$ cat src/rtl/mux_scan_ctrl_pkg.sv
// Shared types and constants for the mux scan controller.
// State encodings, default select width and word-width derivation.
package mux_scan_ctrl_pkg;

  localparam int SEL_W_DEF = 4;
  localparam int SETTLE_W  = 4;

  typedef enum logic [1:0] {
    ST_IDLE   = 2'd0,
    ST_WAIT   = 2'd1,
    ST_SAMPLE = 2'd2,
    ST_DONE   = 2'd3
  } scan_state_e;

  function automatic int word_w(input int sel_w);
    return 1 << sel_w;
  endfunction

endpackage

$ cat src/rtl/mux_scan_ctrl_settle_cnt.sv
// Settle-delay counter: counts wait cycles after each select step.
// Raises term when the count reaches SETTLE-1.
module scan_settle_cnt
  import mux_scan_ctrl_pkg::*;
#(
  parameter int SETTLE = 1
) (
  input  logic clk,
  input  logic rst_n,
  input  logic clr,
  input  logic en,
  output logic term
);

  localparam logic [SETTLE_W-1:0] LAST =
    SETTLE_W'(SETTLE - 1);

  logic [SETTLE_W-1:0] cnt_q;
  logic [SETTLE_W-1:0] cnt_d;

  always_comb begin
    cnt_d = cnt_q;
    if (clr) begin
      cnt_d = '0;
    end else if (en) begin
      cnt_d = cnt_q + 1'b1;
    end
  end

  always_ff @(posedge clk or negedge rst_n) begin
    if (!rst_n) begin
      cnt_q <= '0;
    end else begin
      cnt_q <= cnt_d;
    end
  end

  assign term = (cnt_q == LAST);

endmodule

$ cat src/rtl/mux_scan_ctrl.sv
// Scans a 2**SEL_W:1 mux one select at a time and assembles
// the sampled bits into a parallel word with valid/ready out.
module mux_scan_ctrl
  import mux_scan_ctrl_pkg::*;
#(
  parameter int SEL_W  = SEL_W_DEF,
  parameter int SETTLE = 0
) (
  input  logic                     clk,
  input  logic                     rst_n,
  input  logic                     start,
  output logic [SEL_W-1:0]         sel,
  input  logic                     y_in,
  output logic [word_w(SEL_W)-1:0] data_out,
  output logic                     valid,
  input  logic                     ready,
  output logic                     busy
);

  localparam int N = word_w(SEL_W);
  localparam logic [SEL_W-1:0] SEL_LAST = SEL_W'(N - 1);

  // With no settle delay every select step samples straight away
  localparam scan_state_e ST_STEP =
    (SETTLE > 0) ? ST_WAIT : ST_SAMPLE;

  scan_state_e      state_q, state_d;
  logic [SEL_W-1:0] sel_q, sel_d;
  logic [N-1:0]     data_q, data_d;
  logic             valid_q, valid_d;
  logic             busy_q, busy_d;

  logic cnt_clr;
  logic cnt_en;
  logic settle_done;

  if (SETTLE > 0) begin : g_settle
    scan_settle_cnt #(
      .SETTLE(SETTLE)
    ) u_settle_cnt (
      .clk  (clk),
      .rst_n(rst_n),
      .clr  (cnt_clr),
      .en   (cnt_en),
      .term (settle_done)
    );
  end else begin : g_no_settle
    logic unused_cnt;
    assign unused_cnt  = cnt_clr ^ cnt_en;
    assign settle_done = 1'b0;
  end

  always_comb begin
    state_d = state_q;
    sel_d   = sel_q;
    data_d  = data_q;
    cnt_clr = 1'b0;
    cnt_en  = 1'b0;
    unique case (state_q)
      ST_IDLE: begin
        if (start) begin
          sel_d   = '0;
          data_d  = '0;
          cnt_clr = 1'b1;
          state_d = ST_STEP;
        end
      end
      ST_WAIT: begin
        cnt_en = 1'b1;
        if (settle_done) begin
          state_d = ST_SAMPLE;
        end
      end
      ST_SAMPLE: begin
        data_d[sel_q] = y_in;
        cnt_clr       = 1'b1;
        if (sel_q == SEL_LAST) begin
          sel_d   = '0;
          state_d = ST_DONE;
        end else begin
          sel_d   = sel_q + 1'b1;
          state_d = ST_STEP;
        end
      end
      ST_DONE: begin
        if (ready) begin
          state_d = ST_IDLE;
        end
      end
      default: state_d = ST_IDLE;
    endcase
    valid_d = (state_d == ST_DONE);
    busy_d  = (state_d == ST_WAIT) ||
              (state_d == ST_SAMPLE);
  end

  always_ff @(posedge clk or negedge rst_n) begin
    if (!rst_n) begin
      state_q <= ST_IDLE;
      sel_q   <= '0;
      data_q  <= '0;
      valid_q <= 1'b0;
      busy_q  <= 1'b0;
    end else begin
      state_q <= state_d;
      sel_q   <= sel_d;
      data_q  <= data_d;
      valid_q <= valid_d;
      busy_q  <= busy_d;
    end
  end

  assign sel      = sel_q;
  assign data_out = data_q;
  assign valid    = valid_q;
  assign busy     = busy_q;

endmodule
$ cat config.mk
export PLATFORM = sky130hd
export DESIGN_NAME = mux_scan_ctrl
export DESIGN_NICKNAME = d
export VERILOG_FILES = /design/src/rtl/mux_scan_ctrl_pkg.sv /design/src/rtl/mux_scan_ctrl_settle_cnt.sv /design/src/rtl/mux_scan_ctrl.sv
export SDC_FILE = /design/constraint.sdc
export NUM_CORES = 1
export LEC_CHECK = 0
export ABC_AREA = 0
export BUFFER_PORTS_ARGS = -buffer_cell sky130_fd_sc_hd__buf_2
export CORE_MARGIN = 8
export CORE_UTILIZATION = 53
export DETAILED_ROUTE_END_ITERATION = 10
export PLACE_DENSITY = 0.78
export SYNTH_ARGS = -nofsm -noshare
export SYNTH_HDL_FRONTEND = slang
export SYNTH_HIERARCHICAL = 1
export SYNTH_SLANG_ARGS = --single-unit
$ cat constraint.sdc
create_clock -name clk -period 2.2 [get_ports clk]
set_input_delay 0.11 -clock clk [delete_from_list [all_inputs] [get_ports clk]]
set_output_delay 0.11 -clock clk [all_outputs]
set_load 0.02 [all_outputs]
==> qor.txt, run 1 <==
Final GP Congestion: 0.793
max_slew headroom: 0.594
clk slew on worst S/H paths: 120 ps
GR Overflow Total: 0
distinct cell type count after synthesis: 26
Clock Tree Buf Depth: 2
synthesized flop and latch total: 24
largest net degree at the start of global routing: 25
Yosys Warn Count: 6
status: completed
syn nets: 139
busiest grt layer: met2
clock sink count: 24
Fin. Hold Viols: 0
Static Leakage: 0.752 nW
initial antenna violation count: 0
Initial Util: 0.569
Finish-stage setup viols: 0
Final Cycle Share: 0.784
met1 usage: 0.180
Layout Nets: 162
via count: 1,019
cell accounting for the most synthesized area: dfrtp_1
met2 Use GR: 0.222
Max FO, Critical Path: 9
Cells after Synth: 129
IO Port Bufs: 26
number of core rows: 17
Layout Area Growth over Synthesis: 10.1%
IO Pins: 27
Max Clk Rate: 0.580 GHz
worst slew pin tran: 610 ps
Post-synth EDFFs: 0
Yosys top cell area share: 0.472
core area: 2230 sq um
H-tree Lvls: 1
DR iter-0 viols: 26
skew final: 7.72 ps
PwrDens: 1640 nW/um^2
unrepaired setup endpoints after global routing: false
vias in the first global route: 975
Netlist Area Pre-Place: 1270 sq um
layout cell share with drive strength beyond 1: 0.240
DP Worst Slack: 487 ps
length of the first detailed-routing pass in iterations: 4
DIE WIDTH: 65.0 um
routed length per placed instance: 15.9 um
Synth Flop Type: dfrtp_1
antenna viol nets, final: 0
VDD IR-drop max: 1.05 mV
GRT met3 Usage: 0.0481
CTS tree: built
ant diodes: 0
DIE AREA: 4220 sq um
vias per cell: 5.72
Max Transition Viols Final: 0
root buffer cell: clkbuf_4
async set-reset flop share out of synthesis: 1.00
CP arrival: 1940 ps
worst hold path class: input pin to flip-flop
Setup TNS: 0 ps
Setup crit start kind: flip-flop
Total Routed Length: 2.84 mm
CP Capture Type: flip-flop
Final HPWL DP: 2.02 mm
GRT Util Overall: 0.144
Die Y: 65.0 um
CP required: 2420 ps
worst setup path class: flip-flop to flip-flop
maxcap violations: 0
CTS Buf Count: 3
syn_area_per_cell: 9.85 sq um
first-pass GRT wire length: 4.77 mm
drt drc: 0
crit path time final: 1730 ps
Final WS setup: 475 ps
ranking of synthesized cells by area: dfrtp_1 (47%), nand2_1 (8.9%), a32oi_1 (8.3%)
sequential-to-total area share from yosys stat: 0.472
Worst-Skew Late Latency: 320 ps
cell usage after synthesis, types with 2 or more instances:
library cell,n
a32oi_1,12
nor2_1,2
a21oi_1,4
o21ai_0,3
buf_6,2
o22ai_1,4
and2b_1,2
a21o_1,8
ha_1,5
buf_2,6
dfrtp_1,24
a21o_2,4
inv_1,7
nand3_1,5
nand2_1,30
critical path, stage by stage, from the launching register on:
cell and delay, ps:
dfrtp_1 450, ha_1 380, nand3_1 190, o31ai_1 320
ha_1 290
sequential cells by signal (all words and copies together) (netlist names):
register,count
sel,4
busy,1
data_out,16
valid,1
state_q,2
worst paths after layout:
kind	startpoint	endpoint	slack, ps	cells after the start
max in group asynchronous	rst_n	data_out[3]	1560	2
max reg2reg	sel[0]	busy	470	4
max	sel[0]	busy	470	4
min reg2reg	data_out[10]	data_out[10]	530	2
min	ready	state_q[1]	40	2
min in group asynchronous	rst_n	data_out[6]	280	2
what timing repair did:
| item | 4_1_cts | 5_1_grt |
|---|---|---|
| endpoints found under the hold margin | 24 | 0 |
| hold buffers | 1 | 0 |
| gates resized for setup | 0 | 0 |
| buffers inserted | 0 | 0 |
power by group:
group | switching, W | leakage, nW | internal, W | total [W]
registers | 0.000210 | 0.295 | 0.000642 | 0.000852
clock network | 0.000132 | 0.0138 | 0.0000643 | 0.000197
logic | 0.000774 | 0.443 | 0.000479 | 0.00125
total | 0.00112 | 0.752 | 0.00119 | 0.00230
area by class of cell:
cell class                      instances  area (sq um)
Multi-Input combinational cell         88           568
Timing Repair Buffer                   28           148
Tap cell                               28          35.0
Inverter                                7          26.3
Sequential cell                        24           601
Fill cell                             195           833
Clock buffer                            3          22.5
cell families (layout without fill, tap and decap cells):
kind of cell               after synthesis  after routing  synth area share
buffers and inverters                   17             38            0.0807
AOI/OAI and AO/OA                       40             40             0.241
muxes                                    1              1           0.00787
adders and majority gates                5              5            0.0492
DFF                                     24             24             0.472
and+or+nand+nor                         42             42             0.149
placed cells by master (no fill, tap or decap), drive strengths merged, types with 2 or more instances in the layout:
cell type   n
o21ai       3
buf        27
a21o       12
nor2        2
a21oi       4
a32oi      12
nand2      30
nand3       5
clkbuf      3
and2b       2
ha          5
inv         7
o22ai       4
dfrtp      24
layer usage:
metal / up-vias / share of wire
met5: - / 0
met4: 0 / 0.0056
met3: 2 / 0.054
met2: 25 / 0.49
met1: 492 / 0.45
li1: 500 / -
stage by stage:
step	hold WS [ps]	total power [W]	utilization	area, sq um	cells
2_1_floorplan	-186	0.00181	-	1270	129
3_3_place_gp	112	0.00208	0.612	1370	174
3_5_place_dp	123	0.00212	0.612	1370	174
4_1_cts	25.5	0.00232	0.627	1400	178
5_1_grt	37.9	0.00249	0.627	1400	178
6_report	35.9	0.00230	0.627	1400	178
(Power assumes the default switching activity.)
==> run 2, diff against run 1 <==
Clock period 2.2 ns to 1.8 ns, I/O delays scaled along.
==> qor.txt, run 2 (same netlist as run 1, synthesis figures left out) <==
WHS Path Cells: 2
Initial Util: 0.569
largest net degree at the start of global routing: 25
IO Port Bufs: 26
vias per cell: 5.79
WHS Endpoint: state_q[1]
root buffer cell: clkbuf_4
placed cells: 177
Final HPWL DP: 2.07 mm
Fin. Hold Viols: 0
worst hold path class: input pin to flip-flop
Layout Nets: 165
DIE AREA: 4220 sq um
number of core rows: 17
post-layout util: 0.643
layout cell share with drive strength beyond 1: 0.260
minimum hold slack: 32.6 ps
CP max stage cell: dfrtp_1
length of the first detailed-routing pass in iterations: 4
capture point of the worst reg-to-reg path: busy
status: completed
first-pass GRT wire length: 4.70 mm
CTS tree: built
Setup TNS: 0 ps
via count: 1,053
ant diodes: 0
Worst-Skew Late Latency: 310 ps
GRT Util Overall: 0.137
Max Clk Rate: 0.642 GHz
Setup crit start kind: flip-flop
Crit path max-delay family: compound AO/OA/AOI/OAI gates
clk slew on worst S/H paths: 130 ps
Finished Layout Cells: 182
clock sink count: 24
GR Overflow Total: 0
worst r2r src: state_q[1]
Largest register FFs: 16
Static Leakage: 0.774 nW
Final GP Congestion: 0.844
skew final: 10.6 ps
Total Routed Length: 2.88 mm
CP required: 2000 ps
Max Transition Viols Final: 0
Final Cycle Share: 0.865
H-tree Lvls: 1
hold_sp: ready
commonest non-fill, non-tap cell in the layout: nand2_1
post-CTS sizing: 0
core area: 2230 sq um
CP bufs+invs: 0
Fill cells: 193
maxcap violations: 0
highest-count cells in the layout ignoring fill and taps: nand2_1 (30), buf_2 (26), dfrtp_1 (24), a32oi_1 (12), a21o_1 (8)
critical-path cell list: o21bai_2, o21ai_0, ha_1
worst slew pin tran: 539 ps
CP Capture Type: flip-flop
Clock Tree Buf Depth: 2
crit path time final: 1560 ps
routed length per placed instance: 15.8 um
VDD IR-drop max: 1.28 mV
finished layout cell area: 1440 sq um
Worst R2R Path Depth: 3
DIE WIDTH: 65.0 um
PwrDens: 2020 nW/um^2
worst setup path class: flip-flop to flip-flop
vias in the first global route: 1,056
Die Y: 65.0 um
Layout Area Growth over Synthesis: 13.0%
Post-Place Cell Area: 1390 sq um
initial antenna violation count: 0
DR iter-0 viols: 35
unrepaired setup endpoints after global routing: false
drt drc: 0
CTS Buf Count: 3
Max FO, Critical Path: 11
max_slew headroom: 0.641
antenna viol nets, final: 0
Critical Path Max Stage Delay: 490 ps
Finish-stage setup viols: 0
CP arrival: 1760 ps
IO Pins: 27
FF-to-FF setup slack: 240 ps
[run 2: worst reg2reg max path, delay by kind of cell (launching register included)]
kind | cells | cell delay (ps)
adders and majority gates | 1 | 320
DFF | 1 | 490
AOI/OAI and AO/OA | 2 | 650
[run 2: layout make-up]
class,count,area (sq um),area share
flip-flops and latches,24,601,0.418
repair buffers,31,170,0.118
well taps,28,35.0,0.0244
multi-input cells,88,568,0.395
clock buffers,4,36.3,0.0253
inverters,7,26.3,0.0183
[run 2: worst max-delay path by stage]
stage,startpoint,slack [ps],depth (start not counted),endpoint
CTS,state_q[1],260,3,busy
detailed placement,state_q[1],280,3,busy
finish,state_q[1],240,3,busy
floorplan,sel[1],50,5,busy
global route,sel[1],130,4,busy
global placement,sel[1],340,4,busy
[run 2: through the flow]
stage | total power, W | setup WS [ps]
2_1_floorplan | 0.00221 | 46.1
3_3_place_gp | 0.00256 | 341
3_5_place_dp | 0.00263 | 277
4_1_cts | 0.00291 | 259
5_1_grt | 0.00311 | 127
6_report | 0.00290 | 243
[run 2: power breakdown]
group | internal, W | switching (W) | total, W
Clock | 0.000123 | 0.000164 | 0.000288
Sequential | 0.000785 | 0.000239 | 0.00102
Combinational | 0.000613 | 0.000975 | 0.00159
Total | 0.00152 | 0.00138 | 0.00290
[run 2: timing repair]
action / CTS / global route
endpoints found under the hold margin: 24 / 0
hold buffers: 1 / 0
setup buffers: 0 / 0
[run 2: layer usage]
layer / routed length (um) / vias to the layer above / track usage
met4: 16 / 0 / 0.0518
met3: 194 / 2 / 0.0292
met1: 1230 / 509 / 0.163
met2: 1430 / 34 / 0.236
met5: 0 / - / 0
li1: - / 508 / -
==> run 3, diff against run 2 <==
--- a/config.mk
+++ b/config.mk
@@ -6,5 +6,4 @@
 export NUM_CORES = 1
 export LEC_CHECK = 0
-export ABC_AREA = 0
 export BUFFER_PORTS_ARGS = -buffer_cell sky130_fd_sc_hd__buf_2
 export CORE_MARGIN = 8
@@ -14,4 +13,3 @@
 export SYNTH_ARGS = -nofsm -noshare
 export SYNTH_HDL_FRONTEND = slang
-export SYNTH_HIERARCHICAL = 1
 export SYNTH_SLANG_ARGS = --single-unit
==> constraint.sdc (replaced) <==
create_clock -name clk -period 1.8 [get_ports clk]
set_input_delay 0 -clock clk [delete_from_list [all_inputs] [get_ports clk]]
set_output_delay 0 -clock clk [all_outputs]
set_load 0.02 [all_outputs]
==> qor.txt, run 3 <==
unrepaired setup endpoints after global routing: false
async set-reset flop share out of synthesis: 1.00
Total Routed Length: 2.89 mm
Largest register FFs: 16
Layout Nets: 166
clock sink count: 24
GRT met3 Usage: 0.0292
max_slew headroom: 0.642
number of core rows: 17
syn nets: 139
GR Overflow Total: 0
distinct cell type count after synthesis: 26
finished layout cell area: 1450 sq um
skew final: 10.5 ps
met2 Use GR: 0.236
first-pass GRT wire length: 4.70 mm
vias per cell: 5.81
WHS Path Cells: 3
Cells after Synth: 129
busiest grt layer: met2
vias in the first global route: 1,056
Max Clk Rate: 0.640 GHz
routed length per placed instance: 15.8 um
antenna viol nets, final: 0
length of the first detailed-routing pass in iterations: 4
largest net degree at the start of global routing: 25
Yosys Warn Count: 0
Synth Area in XOR/XNOR: 0
VDD IR-drop max: 1.27 mV
GRT Util Overall: 0.137
post-CTS sizing: 0
worst r2r src: state_q[1]
Netlist Area Pre-Place: 1270 sq um
Clock Tree Buf Depth: 2
Synth Flop Type: dfrtp_1
Die Y: 65.0 um
syn_area_per_cell: 9.85 sq um
drt drc: 0
core area: 2230 sq um
cell accounting for the most synthesized area: dfrtp_1
DR iter-0 viols: 35
critical-path cell list: o21bai_2, o21ai_0, ha_1
CP Capture Type: flip-flop
Critical Path Max Stage Delay: 500 ps
Max Transition Viols Final: 0
highest-count cells in the layout ignoring fill and taps: nand2_1 (30), buf_2 (26), dfrtp_1 (24), a32oi_1 (12), a21o_1 (8)
CP max stage cell: dfrtp_1
Synth Area in Simple Gates: 0.149
PwrDens: 2010 nW/um^2
met1 usage: 0.163
crit path time final: 1560 ps
Setup crit start kind: flip-flop
worst slew pin tran: 536 ps
Max FO, Critical Path: 11
Layout Area Growth over Synthesis: 13.8%
synthesized flop and latch total: 24
Post-Place Cell Area: 1390 sq um
Critical path origin: state_q[1]
maxcap violations: 0
FF-to-FF setup slack: 240 ps
Post-synth EDFFs: 0
ant diodes: 0
Final GP Congestion: 0.844
Design Power: 0.00290 W
worst setup path class: flip-flop to flip-flop
initial antenna violation count: 0
IO Port Bufs: 26
compound-cell area share of the yosys netlist: 0.241
mux cell area share after synthesis: 0.00787
CTS Buf Count: 3
hold_sp: y_in
ranking of synthesized cells by area: dfrtp_1 (47%), nand2_1 (8.9%), a32oi_1 (8.3%)
CP arrival: 1770 ps
layout cell share with drive strength beyond 1: 0.258
worst hold path class: input pin to flip-flop
Worst-Skew Late Latency: 310 ps
Static Leakage: 0.778 nW
Worst R2R Path Depth: 3
IO Pins: 27
Final Cycle Share: 0.869
Synth top cells by count: nand2_1 (30), dfrtp_1 (24), a32oi_1 (12)
DIE WIDTH: 65.0 um
largest family of logic cells by synthesized area: compound AO/OA/AOI/OAI gates
CTS tree: built
placed cells: 177
DIE AREA: 4220 sq um
top-count cell post-synth: nand2_1
sequential-to-total area share from yosys stat: 0.472
Fin. Hold Viols: 0
commonest non-fill, non-tap cell in the layout: nand2_1
CP required: 2000 ps
Yosys top cell area share: 0.472
capture point of the worst reg-to-reg path: busy
H-tree Lvls: 1
status: completed
Synth Area in Adders: 0.0492
WHS Endpoint: data_out[12]
via count: 1,064
clk slew on worst S/H paths: 130 ps
Finish-stage setup viols: 0
Finished Layout Cells: 183
Initial Util: 0.569
Setup TNS: 0 ps
Final HPWL DP: 2.07 mm
root buffer cell: clkbuf_4
[run 3: cell types whose count changed in the layout (fill, tap and decap cells not counted), sizes merged]
| cell | before | now |
|---|---|---|
| dlygate4sd3 | 1 | 2 |
[run 3: through the flow]
| step | util | setup slack (ps) | hold WS (ps) |
|---|---|---|---|
| 4_1_cts | 0.648 | 259 | 50.2 |
| 3_3_place_gp | 0.622 | 341 | 2.26 |
| 5_1_grt | 0.648 | 127 | 61.7 |
| 3_5_place_dp | 0.622 | 277 | 19.8 |
| 6_report | 0.648 | 236 | 66.2 |
| 2_1_floorplan | - | 46.1 | -296 |
[run 3: cell type report]
cell class	instances	area, sq um
fillers	191	787
flip-flops and latches	24	601
multi-input cells	88	568
repair buffers	32	180
clock buffers	4	36.3
well taps	28	35.0
inverters	7	26.3
[run 3: metal layers]
| metal | wire length (um) | share of wire |
|---|---|---|
| met1 | 1270 | 0.44 |
| met3 | 147 | 0.051 |
| met4 | 16 | 0.0055 |
| met2 | 1450 | 0.50 |
| met5 | 0 | 0 |
[run 3: logic make-up (layout without fill, tap and decap cells)]
group                      Yosys count  after routing
buffers and inverters               17             43
muxes                                1              1
and+or+nand+nor                     42             42
adders and majority gates            5              5
AOI/OAI and AO/OA                   40             40
DFF                                 24             24
[run 3: worst max path at each step]
stage,depth (start not counted),to,slack [ps]
floorplan,5,busy,50
global placement,4,busy,340
detailed placement,3,busy,280
CTS,3,busy,260
global route,4,busy,130
finish,3,busy,240
[run 3: power breakdown]
part / internal, W / total [W] / switching, W
logic: 0.000614 / 0.00159 / 0.000976
clock network: 0.000123 / 0.000287 / 0.000164
registers: 0.000785 / 0.00102 / 0.000239
[run 3: what timing repair did]
item,4_1_cts,5_1_grt
endpoints found under the hold margin,26,0
hold buffers,2,0
buffers inserted,0,0
[run 3: worst max-delay path, delay by kind of cell (launching register included)]
| family | cells | cell delay, ps |
|---|---|---|
| flip-flops | 1 | 500 |
| adder cells (fa/ha/maj) | 1 | 320 |
| AO/OA/AOI/OAI | 2 | 650 |
